### config.mk
export PLATFORM = sky130hd
export DESIGN_NAME = dmem_arbiter
export DESIGN_NICKNAME = d
export VERILOG_FILES = /design/src/rtl/dmem_arbiter.sv
export SDC_FILE = /design/constraint.sdc
export NUM_CORES = 1
export LEC_CHECK = 0
export BUFFER_PORTS_ARGS = -buffer_cell sky130_fd_sc_hd__buf_4
export CORE_AREA = 2 2 116 118
export CTS_CLUSTER_DIAMETER = 150
export DETAILED_ROUTE_END_ITERATION = 12
export DIE_AREA = 0 0 118 120
export PLACE_DENSITY_LB_ADDON = 0.1
export SYNTH_ARGS = -nofsm -noshare
export SYNTH_HDL_FRONTEND = slang
export SYNTH_SLANG_ARGS = --single-unit
### constraint.sdc
create_clock -name clk -period 2.4 [get_ports clk]
set_input_delay 0.36 -clock clk [delete_from_list [all_inputs] [get_ports clk]]
set_output_delay 0.36 -clock clk [all_outputs]
set_load 0.02 [all_outputs]
### src/rtl/dmem_arbiter.sv
// Two-port data-memory arbiter with lock-based burst ownership and one-cycle read return.
// Optional round-robin arbitration in IDLE via `define DMEM_ARB_RR_EN (fixed priority, port 0 first, otherwise).
module dmem_arbiter #(
  parameter int ADDR_W = 32,
  parameter int DATA_W = 32
) (
  input  logic              clk,
  input  logic              rst,
  input  logic              r0_valid,
  input  logic              r0_we,
  input  logic              r0_lock,
  input  logic [ADDR_W-1:0] r0_addr,
  input  logic [DATA_W-1:0] r0_wdata,
  output logic              r0_ready,
  output logic              r0_rvalid,
  output logic [DATA_W-1:0] r0_rdata,
  input  logic              r1_valid,
  input  logic              r1_we,
  input  logic              r1_lock,
  input  logic [ADDR_W-1:0] r1_addr,
  input  logic [DATA_W-1:0] r1_wdata,
  output logic              r1_ready,
  output logic              r1_rvalid,
  output logic [DATA_W-1:0] r1_rdata,
  output logic              mem_en,
  output logic              mem_we,
  output logic [ADDR_W-1:0] mem_addr,
  output logic [DATA_W-1:0] mem_wdata,
  input  logic [DATA_W-1:0] mem_rdata
);

  typedef enum logic [1:0] {IDLE, OWN0, OWN1} state_t;

  state_t r_state;
  state_t w_state_next;
  logic   r_pend0;
  logic   r_pend1;
  logic   w_acc0;
  logic   w_acc1;
  logic   w_acc;

`ifdef DMEM_ARB_RR_EN
  logic r_ptr;
`endif

  // Accepts are gated by rst so every command output reads 0 while reset is held.
  always_comb begin
    w_acc0 = 1'b0;
    w_acc1 = 1'b0;
    if (rst) begin
      case (r_state)
        OWN0: w_acc0 = r0_valid;
        OWN1: w_acc1 = r1_valid;
        default: begin
`ifdef DMEM_ARB_RR_EN
          if (r0_valid && r1_valid) begin
            w_acc0 = ~r_ptr;
            w_acc1 = r_ptr;
          end else begin
            w_acc0 = r0_valid;
            w_acc1 = r1_valid;
          end
`else
          w_acc0 = r0_valid;
          w_acc1 = r1_valid & ~r0_valid;
`endif
        end
      endcase
    end
  end

  assign w_acc = w_acc0 | w_acc1;

  always_comb begin
    w_state_next = r_state;
    case (r_state)
      IDLE: begin
        if (w_acc0 && r0_lock)      w_state_next = OWN0;
        else if (w_acc1 && r1_lock) w_state_next = OWN1;
      end
      OWN0: begin
        if ((w_acc0 && !r0_lock) || (!r0_valid && !r0_lock)) w_state_next = IDLE;
      end
      OWN1: begin
        if ((w_acc1 && !r1_lock) || (!r1_valid && !r1_lock)) w_state_next = IDLE;
      end
      default: w_state_next = IDLE;
    endcase
  end

  always_ff @(posedge clk) begin
    if (!rst) begin
      r_state <= IDLE;
      r_pend0 <= 1'b0;
      r_pend1 <= 1'b0;
    end else begin
      r_state <= w_state_next;
      r_pend0 <= w_acc0 & ~r0_we;
      r_pend1 <= w_acc1 & ~r1_we;
    end
  end

`ifdef DMEM_ARB_RR_EN
  always_ff @(posedge clk) begin
    if (!rst) begin
      r_ptr <= 1'b0;
    end else if (w_acc && (w_state_next == IDLE)) begin
      r_ptr <= ~r_ptr;
    end
  end
`endif

  assign r0_ready  = w_acc0;
  assign r1_ready  = w_acc1;
  assign mem_en    = w_acc;
  assign mem_we    = w_acc1 ? r1_we    : (w_acc0 & r0_we);
  assign mem_addr  = w_acc1 ? r1_addr  : (w_acc0 ? r0_addr  : '0);
  assign mem_wdata = w_acc1 ? r1_wdata : (w_acc0 ? r0_wdata : '0);

  // A read in flight across a reset edge must not surface, hence the rst gate.
  assign r0_rvalid = r_pend0 & rst;
  assign r1_rvalid = r_pend1 & rst;
  assign r0_rdata  = r0_rvalid ? mem_rdata : '0;
  assign r1_rdata  = r1_rvalid ? mem_rdata : '0;

endmodule

==> summary.md <==
| Metric | Value |
|---|---|
| DP HPWL | 8470 um |
| Post-Route WL | 11600 um |
| Vias in the first global route | 2740 |
| Synthesis-to-layout area growth | 205% |
| Worst Clk Skew | 0.00214 ns |
| Result of the run | completed |
| Die height | 120 um |
| Finished Core Util | 33.1% |
| Antenna viol nets, final | 0 |
| Min Tclk post-route | 2.36 ns |
| Port Buffers | 301 |
| Hold Path Class | in2reg |
| DP Worst Slack | 0.187 ns |
| Initial DRT Pass Iterations | 4 |
| Post-route clock period utilization | 98.4% |
| Max cap viols | 0 |
| Clock Root Buffer | clkbuf_16 |
| Largest net degree at the start of global routing | 72 |
| Total grt overflow | 0 |
| Crit path kind | reg2out |
| Bufs on Longest Clock Path | 2 |
| Io pins | 302 |
| Switching power | 403 uW |
| Final Max Tran Viols | 0 |
| Antenna violations before repair | 0 |
| CP Launch Type | flop |
| Seq cells post-synth | 4 |
| Switching Share | 35.9% |
| Non-filler cells, final | 662 |
| Post-DP Area | 3830 sq um |
| Least-Margin Pin Slew | 0.502 ns |
| Cells on worst reg2reg path | 6 |
| Post-synthesis sequential area ratio | 5.69% |
| Worst Hold Depth | 2 |
| Top cells by area, synth | a22o_1, and3_1, dfxtp_1 |
| Worst vdd ir | 0.181 mV |
| Initial Util | 10.8% |
| Net count, final | 659 |
| Endpoints failing setup | 0 |
| CP Max Fanout | 8 |
| Routed len/inst | 17.6 um |
| Internal | 720 uW |
| Syn Area/Cell | 7.29 sq um |
| Sink Count | 4 |
| Post-synthesis cell area | 1410 sq um |
| Synthesized net count | 364 |
| Share of cells above drive strength 1 | 68.3% |
| Detailed Route Iter0 Violations | 67 |
| Combinational Power Share | 70.1% |
| Die area | 14200 sq um |
| P_leak | 0.00248 uW |
| Die W | 118 um |
| H-tree Lvls | 1 |
| Worst path required time | 2.04 ns |
| Yosys top cell area share | 40.4% |
| Core Rows | 42 |
| TritonCTS clock tree | built |
| N_diodes | 0 |
| Via count | 2891 |
| F_max | 424 MHz |
| Clock share of power | 23.5% |
| Post-Place Cells | 648 |
| Syn. warnings | 0 |
| Largest area contributor in the netlist | a22o_1 |
| Final worst slack | 0.0394 ns |
| RSZ-0062 raised after global routing | true |
| Clock transition at the registers of the reported paths | 0.03 ns |
| GP Congestion | 0.873 |
| Final instance area | 4290 sq um |
| Hold-fix buffers at CTS | 0 |
| Skew-Pair Late Insertion Delay | 0.23 ns |
| Netlist cell types | 28 |
| Core area | 13000 sq um |
| GRT Overall Usage | 13.5% |
| Number of remaining DRC errors | 0 |
| Critical Path End Type | output port |
| Sequential share of power | 6.4% |
| First-pass GRT wire length | 15200 um |
| Routed vias/inst | 4.37 |
| CTS buffer count | 3 |
| Final hold vios | 0 |
| Slew HR | 66.5% |
| Crit path arrival time | 2.00 ns |
| Synth Instances | 193 |
| Power Dens Cells | 262 nW/um^2 |
-- registers in the layout, indices dropped and copies added, names as in the netlist --
name and cells:
r_state 2, r_pend0 1, r_pend1 1
-- kinds of logic (layout without fill, tap and decap cells) --
kind of cell / count (synthesis) / after routing / synth area share, %
DFF: 4 / 4 / 5.69
buffers and inverters: 30 / 323 / 10.5
adders and majority gates: 3 / 3 / 2.67
AOI/OAI and AO/OA: 72 / 72 / 43.9
and+or+nand+nor: 83 / 83 / 36.5
muxes: 1 / 1 / 0.711
-- metal layers --
| metal | track usage (%) | wire length (um) |
|---|---|---|
| met5 | 0 | 0 |
| met4 | 3.09 | 238 |
| met3 | 3.52 | 984 |
| met2 | 27.4 | 6510 |
| met1 | 13.5 | 3900 |
-- cell type report --
type,instances,area [sq um]
fill,1400,8690
timing repair buffer,318,2680
multi-input combinational,159,1220
tap,176,220
sequential,4,82.6
clock buffer,3,75.1
inverter,2,7.51
-- synthesized netlist by cell type (all sizes together) --
master,number
a2111oi,1
dfxtp,4
nor2,1
or2,2
clkbuf,16
o21ai,2
mux2i,1
nand2,3
o221ai,1
and2,2
nor3,3
nor2b,1
and3,64
or3b,1
nand2b,2
nand3,2
inv,2
ha,3
o211ai,2
and2b,1
nor4,1
buf,12
a22o,65
a31oi,1
-- worst max-delay path, cell delays in order, from the launching register on --
cell,delay (ns)
dfxtp_2,0.34
inv_2,0.06
ha_4,0.26
and2b_2,0.25
nor3_4,0.22
buf_6,0.19
buf_6,0.16
a22o_1,0.16
buf_4,0.14
-- path summary, 6_finish.rpt --
kind / slack [ns] / to / from
worst min register to register: 0.47 / r_state[0] / r_state[0]
worst max register to register: 0.76 / r_state[1] / r_state[0]
worst max-delay path: 0.04 / mem_addr[28] / r_state[1]
worst min-delay path: 0.35 / r_pend0 / r0_we
-- power by group through the flow --
stage / logic (uW) / registers (uW) / clock network (uW)
floorplan: 294 / 72.6 / 0
global placement: 699 / 71.9 / 0
finish: 787 / 71.6 / 264
detailed placement: 698 / 71.9 / 0
global route: 837 / 71.8 / 274
CTS: 713 / 71.0 / 267
-- layout by cell type (no fill, tap or decap), types with 2 or more instances in the layout --
| cell | n |
|---|---|
| buf_4 | 268 |
| and3_1 | 64 |
| a22o_1 | 63 |
| buf_6 | 41 |
| clkbuf_16 | 8 |
| nand2_1 | 3 |
| inv_2 | 2 |
| and2_1 | 2 |
| a22o_4 | 2 |
| or2_1 | 2 |
| nand3_1 | 2 |
| nand2b_1 | 2 |
| o21ai_0 | 2 |
| nor3_1 | 2 |
| o211ai_1 | 2 |
| ha_1 | 2 |
| buf_12 | 2 |
| dfxtp_1 | 2 |
| dfxtp_2 | 2 |
-- per-stage QoR --
step / hold slack, ns / TNS, ns / total power, uW
3_5_place_dp: 0.480 / 0 / 770
4_1_cts: 0.351 / 0 / 1050
6_report: 0.346 / 0 / 1120
3_3_place_gp: 0.480 / 0 / 771
5_1_grt: 0.351 / -0.480 / 1180
2_1_floorplan: 0.437 / 0 / 367
-- repair_timing --
item	in CTS	in global routing
pin swaps	1	28
cloned	1	7
hold endpoints to repair	0	0
endpoints found under the setup margin	64	66
gates resized for setup	3	48
setup buffers	2	1
(Power assumes the default switching activity.)
